==> src/rtl/avs_mul_pkg.sv <==
// Shared constants for the avs_mul_array register block: register map,
// CTRL/STATUS bit positions and sequencer states.
package avs_mul_pkg;

    localparam logic [7:0] ADDR_OP_BASE  = 8'h00;
    localparam logic [7:0] ADDR_COEF     = 8'h10;
    localparam logic [7:0] ADDR_CTRL     = 8'h11;
    localparam logic [7:0] ADDR_RES_BASE = 8'h20;

    localparam int CTRL_START    = 0;
    localparam int CTRL_DONE_CLR = 1;
    localparam int CTRL_IRQ_EN   = 2;

    localparam int STAT_BUSY    = 0;
    localparam int STAT_DONE    = 1;
    localparam int STAT_ANY_OVF = 2;
    localparam int STAT_IRQ_EN  = 3;
    localparam int STAT_OVF_LSB = 8;

    typedef enum logic [1:0] {IDLE, LOAD, MUL, STORE} state_t;

endpackage

==> src/rtl/avs_mul_array_shift_add_mul.sv <==
// Sequential unsigned shift-add multiplier: one multiplier bit per cycle,
// N cycles after load, 2N-bit product; done pulses in the last step cycle.
module shift_add_mul #(
    parameter int N = 32
) (
    input  logic           csi_clk,
    input  logic           rsi_reset_n,
    input  logic           load,
    input  logic [N-1:0]   mcand_in,
    input  logic [N-1:0]   mplier_in,
    output logic           done,
    output logic [2*N-1:0] product
);

    localparam int CW = (N > 1) ? $clog2(N) : 1;
    localparam logic [CW-1:0] LAST = CW'(N - 1);

    logic [2*N-1:0] acc;
    logic [2*N-1:0] mcand;
    logic [N-1:0]   mplier;
    logic [CW-1:0]  cnt;
    logic           run;

    always_ff @(posedge csi_clk or negedge rsi_reset_n) begin
        if (!rsi_reset_n) begin
            acc    <= '0;
            mcand  <= '0;
            mplier <= '0;
            cnt    <= '0;
            run    <= 1'b0;
        end else if (load) begin
            acc    <= '0;
            mcand  <= {{N{1'b0}}, mcand_in};
            mplier <= mplier_in;
            cnt    <= '0;
            run    <= 1'b1;
        end else if (run) begin
            if (mplier[0])
                acc <= acc + mcand;
            mcand  <= mcand << 1;
            mplier <= mplier >> 1;
            cnt    <= cnt + 1'b1;
            if (cnt == LAST)
                run <= 1'b0;
        end
    end

    assign done    = run && (cnt == LAST);
    assign product = acc;

endmodule

==> src/rtl/avs_mul_array.sv <==
// Avalon-MM block: CH operand registers each multiplied by one coefficient,
// channels processed in turn. Optional interrupt output under AVS_MUL_IRQ_EN.
module avs_mul_array
    import avs_mul_pkg::*;
#(
    parameter int           N        = 32,
    parameter int           CH       = 4,
    parameter logic [N-1:0] COEF_RST = N'(3)
) (
    input  logic         csi_clk,
    input  logic         rsi_reset_n,
    input  logic [7:0]   avs_s0_address,
    input  logic         avs_s0_write,
    input  logic [N-1:0] avs_s0_writedata,
    input  logic         avs_s0_read,
    output logic [N-1:0] avs_s0_readdata
`ifdef AVS_MUL_IRQ_EN
    ,
    output logic         ins_irq
`endif
);

    localparam int CHW = (CH > 1) ? $clog2(CH) : 1;
    localparam logic [CHW-1:0] LAST_CH = CHW'(CH - 1);
`ifdef AVS_MUL_IRQ_EN
    localparam int CTRL_W = 3;
`else
    localparam int CTRL_W = 2;
`endif

    logic [CH-1:0][N-1:0] op;
    logic [CH-1:0][N-1:0] res;
    logic [CH-1:0]        ovf;
    logic [N-1:0]         coef;
    logic                 busy;
    logic                 done;
    logic [CHW-1:0]       ch;
    state_t               state, state_nxt;
    logic                 mul_done;
    logic [2*N-1:0]       product;
`ifdef AVS_MUL_IRQ_EN
    logic                 irq_en;
`endif

    logic [7:0]        op_off, res_off;
    logic              op_hit, res_hit, ctrl_wr, start;
    logic [CTRL_W-1:0] wr_ctrl;
    logic [31:0]       status;
    logic [N-1:0]      rd_val;

    assign op_off  = avs_s0_address - ADDR_OP_BASE;
    assign res_off = avs_s0_address - ADDR_RES_BASE;
    assign op_hit  = op_off < 8'(CH);
    assign res_hit = res_off < 8'(CH);
    assign wr_ctrl = CTRL_W'(avs_s0_writedata);
    assign ctrl_wr = avs_s0_write && (avs_s0_address == ADDR_CTRL);
    assign start   = ctrl_wr && wr_ctrl[CTRL_START] && !busy;

    always_comb begin
        status               = '0;
        status[STAT_BUSY]    = busy;
        status[STAT_DONE]    = done;
        status[STAT_ANY_OVF] = |ovf;
`ifdef AVS_MUL_IRQ_EN
        status[STAT_IRQ_EN]  = irq_en;
`endif
        status[STAT_OVF_LSB +: CH] = ovf;
    end

    always_comb begin
        rd_val = '0;
        if (op_hit)
            rd_val = op[op_off[CHW-1:0]];
        else if (res_hit)
            rd_val = res[res_off[CHW-1:0]];
        else if (avs_s0_address == ADDR_COEF)
            rd_val = coef;
        else if (avs_s0_address == ADDR_CTRL)
            rd_val = status[N-1:0];
    end

    shift_add_mul #(.N(N)) u_mul (
        .csi_clk     (csi_clk),
        .rsi_reset_n (rsi_reset_n),
        .load        (state == LOAD),
        .mcand_in    (op[ch]),
        .mplier_in   (coef),
        .done        (mul_done),
        .product     (product)
    );

    always_ff @(posedge csi_clk or negedge rsi_reset_n) begin
        if (!rsi_reset_n)
            state <= IDLE;
        else
            state <= state_nxt;
    end

    always_comb begin
        state_nxt = state;
        case (state)
            IDLE:    if (start) state_nxt = LOAD;
            LOAD:    state_nxt = MUL;
            MUL:     if (mul_done) state_nxt = STORE;
            STORE:   state_nxt = (ch == LAST_CH) ? IDLE : LOAD;
            default: state_nxt = IDLE;
        endcase
    end

    always_ff @(posedge csi_clk or negedge rsi_reset_n) begin
        if (!rsi_reset_n) begin
            avs_s0_readdata <= '0;
            op              <= '0;
            res             <= '0;
            ovf             <= '0;
            coef            <= COEF_RST;
            busy            <= 1'b0;
            done            <= 1'b0;
            ch              <= '0;
`ifdef AVS_MUL_IRQ_EN
            irq_en          <= 1'b0;
            ins_irq         <= 1'b0;
`endif
        end else begin
            avs_s0_readdata <= avs_s0_read ? rd_val : '0;

            // operands and coefficient are frozen while a run is in flight
            if (avs_s0_write && !busy) begin
                if (op_hit)
                    op[op_off[CHW-1:0]] <= avs_s0_writedata;
                if (avs_s0_address == ADDR_COEF)
                    coef <= avs_s0_writedata;
            end

            if (start) begin
                busy <= 1'b1;
                done <= 1'b0;
                ovf  <= '0;
                ch   <= '0;
            end else if (ctrl_wr && wr_ctrl[CTRL_DONE_CLR]) begin
                done <= 1'b0;
            end

            if (state == STORE) begin
                res[ch] <= product[N-1:0];
                ovf[ch] <= |product[2*N-1:N];
                if (ch == LAST_CH) begin
                    busy <= 1'b0;
                    done <= 1'b1;
                end else begin
                    ch <= ch + 1'b1;
                end
            end

`ifdef AVS_MUL_IRQ_EN
            if (ctrl_wr)
                irq_en <= wr_ctrl[CTRL_IRQ_EN];
            ins_irq <= done & irq_en;
`endif
        end
    end

endmodule

==> config.mk <==
export PLATFORM = sky130hd
export DESIGN_NAME = avs_mul_array
export DESIGN_NICKNAME = d
export VERILOG_FILES = /design/src/rtl/avs_mul_pkg.sv /design/src/rtl/avs_mul_array_shift_add_mul.sv /design/src/rtl/avs_mul_array.sv
export SDC_FILE = /design/constraint.sdc
export NUM_CORES = 1
export LEC_CHECK = 0
export BUFFER_PORTS_ARGS = -buffer_cell sky130_fd_sc_hd__buf_2
export CORE_ASPECT_RATIO = 0.6
export CORE_UTILIZATION = 60
export CTS_BUF_LIST = sky130_fd_sc_hd__clkbuf_16
export CTS_CLUSTER_DIAMETER = 80
export DETAILED_ROUTE_END_ITERATION = 16
export PLACE_DENSITY = 0.84
export SKIP_CTS_REPAIR_TIMING = 1
export SLEW_MARGIN = 20
export SYNTH_ARGS = -nofsm -noshare
export SYNTH_HDL_FRONTEND = slang
export SYNTH_SLANG_ARGS = --single-unit
==> constraint.sdc <==
create_clock -name csi_clk -period 3.85 [get_ports csi_clk]
set_input_delay 0.5775 -clock csi_clk [delete_from_list [all_inputs] [get_ports csi_clk]]
set_output_delay 0.5775 -clock csi_clk [all_outputs]
set_load 0.05 [all_outputs]
==> results.json <==
{
  "synth.largest_area_cell": "sky130_fd_sc_hd__dfrtp_1",
  "power.density_cell_area_nw_per_um2": 377,
  "final_slew_viol_count": 0,
  "post_drt_via_cell_ratio": 6.73,
  "port_buffer_count": 75,
  "antenna_violating_nets_post_route": 0,
  "achievable-frequency_mhz": 282,
  "vias_in_the_first_global_route": 18800,
  "fillerInstances": 2930,
  "run_status": "completed",
  "setup.worst_path.class": "flip-flop to flip-flop",
  "cts-root-to-sink-buffers": 3,
  "place.gp.congestion": 0.939,
  "critPathMaxFanout": 6,
  "die_h_um": 162,
  "arrival_ns": 4.05,
  "syn_avg_cell_area_sq_um": 11.9,
  "synth.net_count": 2267,
  "grt_max_degree": 113,
  "core-area_sq_um": 41900,
  "synth-main-ff-cell": "sky130_fd_sc_hd__dfrtp_1",
  "final_critical_path_setup_slack_ns": 0.306,
  "reg2reg_setup_slack_ns": 0.31,
  "avgRoutedWirePerCell_um": 24.8,
  "ctsRootBufferMaster": "sky130_fd_sc_hd__clkbuf_16",
  "cp_data_required_time_ns": 4.36,
  "yosys-top-cells-area": "sky130_fd_sc_hd__dfrtp_1 48%, sky130_fd_sc_hd__mux2_2 10%, sky130_fd_sc_hd__mux4_2 8.4%",
  "cts_inserted_buffers": 45,
  "place_inst": 2705,
  "synth_cell_type_count": 75,
  "placement.setup.worst_slack_ns": 0.223,
  "tritoncts": "yes",
  "r2r_cells": 13,
  "instances_no_fill": 2788,
  "groute.usage.overall_pct": 32.4,
  "synth-async-reset-ratio_pct": 100,
  "synth_most_common_cell": "sky130_fd_sc_hd__dfrtp_1",
  "grt-ovfl-total": 0,
  "final_min_period_over_clock_period_pct": 92.1,
  "boundaryPins": 76,
  "die-area_sq_um": 43500,
  "rr_endpoint": "u_mul.product[58]",
  "fin_crit_ns": 3.54,
  "deepest_level_of_the_cts_h_tree": 2,
  "tightest_slew_ns": 0.958,
  "holdCritPathClass": "input pin to asynchronous set/reset pin",
  "power_w": 0.0106,
  "post-route-util_pct": 67.1,
  "netlist.area_leader.share_pct": 48.3,
  "yosys_warnings": 0,
  "setup_viol_count_final": 0,
  "final-seq-area_sq_um": 12400,
  "clk-insertion-delay-late_ns": 0.58,
  "synth_top_cells_by_count": "494 x sky130_fd_sc_hd__dfrtp_1, 227 x sky130_fd_sc_hd__mux2_2, 219 x sky130_fd_sc_hd__nand2_1, 123 x sky130_fd_sc_hd__a21oi_1, 117 x sky130_fd_sc_hd__o21ai_0",
  "grt_pass1_wl_mm": 109,
  "final_nets": 2302,
  "drtPass1Iterations": 5,
  "initial_core_util_pct": 61.0,
  "detail_route.wirelength_mm": 69.2,
  "multi_input_comb_area_sq_um": 12600,
  "drc": 0,
  "slew_headroom_pct": 36.2,
  "peakVddDrop_v": 0.000332,
  "clock_pin_slew_worst_setup_and_hold_paths_ns": 0.06,
  "detail_route.iter0.violations": 2416,
  "syn_to_final_growth_pct": 9.88,
  "clock-skew-final_ns": 0.0209,
  "post_route_cells_drive_above_1_share_pct": 24.1,
  "postSynthRegisterBits": 496,
  "critical_path.startpoint_type": "flip-flop",
  "reg2reg_from": "u_mul.product[0]",
  "die_width_um": 269,
  "final_hold_viol_count": 0,
  "setup-tns-final_ns": 0,
  "crit_path_end_kind": "flip-flop",
  "via_count": 18800,
  "setup_repair_after_global_routing_missed_its_margin": "no",
  "cts_sinks": 496,
  "mappedNetlistArea_sq_um": 25600,
  "antenna_found_initial": 2,
  "ys_seq_area_share_pct": 48.5,
  "max_cap_violations": 0,
  "synth-edff-count": 0,
  "syn_inst": 2147,
  "power.leakage_nw": 14.0,
  "placementRows": 58,
  "place.detailed.hpwl_mm": 46.8
}
## critical path, stage by stage, from the launching register on
cell	delay [ns]
sky130_fd_sc_hd__dfrtp_1	0.46
sky130_fd_sc_hd__ha_1	0.25
sky130_fd_sc_hd__inv_1	0.08
sky130_fd_sc_hd__fa_1	0.41
sky130_fd_sc_hd__nand2b_1	0.23
sky130_fd_sc_hd__a21oi_4	0.22
sky130_fd_sc_hd__o21ai_2	0.13
sky130_fd_sc_hd__o31ai_4	0.24
sky130_fd_sc_hd__a2111oi_4	0.15
sky130_fd_sc_hd__o211a_1	0.33
sky130_fd_sc_hd__o31ai_4	0.35
sky130_fd_sc_hd__a21oi_1	0.14
sky130_fd_sc_hd__or4_1	0.43
sky130_fd_sc_hd__nand3_1	0.08
## cells in the final DEF (no fill, tap or decap), types with 10 or more instances in the layout
cell,instances
sky130_fd_sc_hd__nand3_1,26
sky130_fd_sc_hd__xor2_1,16
sky130_fd_sc_hd__nand4_1,19
sky130_fd_sc_hd__buf_12,10
sky130_fd_sc_hd__buf_2,72
sky130_fd_sc_hd__mux2_1,58
sky130_fd_sc_hd__nand2b_1,10
sky130_fd_sc_hd__ha_1,74
sky130_fd_sc_hd__a31oi_1,10
sky130_fd_sc_hd__mux4_2,96
sky130_fd_sc_hd__a22o_1,10
sky130_fd_sc_hd__o21bai_1,10
sky130_fd_sc_hd__a222oi_1,25
sky130_fd_sc_hd__a21oi_1,123
sky130_fd_sc_hd__mux2_2,227
sky130_fd_sc_hd__dfrtp_1,492
sky130_fd_sc_hd__mux2i_1,103
sky130_fd_sc_hd__nand2_1,218
sky130_fd_sc_hd__nor2b_1,36
sky130_fd_sc_hd__xnor2_1,40
sky130_fd_sc_hd__buf_4,38
sky130_fd_sc_hd__o21ai_0,117
sky130_fd_sc_hd__nor2_1,91
sky130_fd_sc_hd__nor4_1,14
sky130_fd_sc_hd__a21o_1,19
sky130_fd_sc_hd__inv_1,41
sky130_fd_sc_hd__clkbuf_16,45
sky130_fd_sc_hd__nor3_1,11
## final cells by class
class | count | area share [%]
Sequential cell | 496 | 44.2
Inverter | 29 | 0.387
Timing Repair Buffer | 121 | 3.06
Clock buffer | 45 | 4.00
Tap cell | 570 | 2.54
Antenna cell | 1 | 0.00890
Clock inverter | 37 | 1.01
Multi-Input combinational cell | 1489 | 44.8
## registers in the layout, summed over array words and instances (netlist names)
signal / flops
coef: 32
op: 128
u_mul.mplier: 32
busy: 1
state: 2
u_mul.product: 64
res: 128
avs_s0_readdata: 32
u_mul.run: 1
done: 1
u_mul.mcand: 64
ch: 2
u_mul.cnt: 5
ovf: 4
## report_power, final
part / leakage (nW) / internal, W / switching, W
Combinational: 6.41 / 0.000289 / 0.000435
Clock: 0.740 / 0.00235 / 0.00204
Sequential: 6.82 / 0.00535 / 0.000144
## how the worst max path moves through the flow
stage	startpoint	end	slack [ns]
global placement	u_mul.product[0]	u_mul.product[58]	0.35
detailed placement	u_mul.product[0]	u_mul.product[58]	0.22
global route	u_mul.product[0]	u_mul.product[36]	0.009
CTS	u_mul.product[0]	u_mul.product[58]	0.20
finish	u_mul.product[0]	u_mul.product[58]	0.31
floorplan	u_mul.product[0]	u_mul.product[58]	0.73
## kinds of logic (layout without fill, tap and decap cells)
logic type      count (synthesis)  after routing  share of synthesized area (%)
compound gates                402            402                           10.0
xor+xnor                       56             56                           1.92
fa+ha+maj                      76             76                           3.74
buf+inv                       162            232                           2.43
flops                         496            496                           48.5
mux                           484            484                           25.0
other cells                     0              1                              0
simple gates                  471            471                           8.41
## per-layer routing
metal / part of all wire [%] / global-route usage, % / up-vias
met5: 0.016 / 0 / -
met4: 1.7 / 8.21 / 2
met3: 11 / 9.02 / 124
met2: 44 / 46.7 / 1018
met1: 43 / 48.5 / 9646
li1: - / - / 7972
## metrics by stage
stage                     hold WS, ns  instance area [sq um]
after floorplan                 0.282                  25600
after global placement          0.459                  26700
after detailed placement        0.473                  26700
after CTS                       0.104                  28100
after global routing            0.131                  28100
final                          0.0461                  28100
Power figures use the tool's default switching activity.
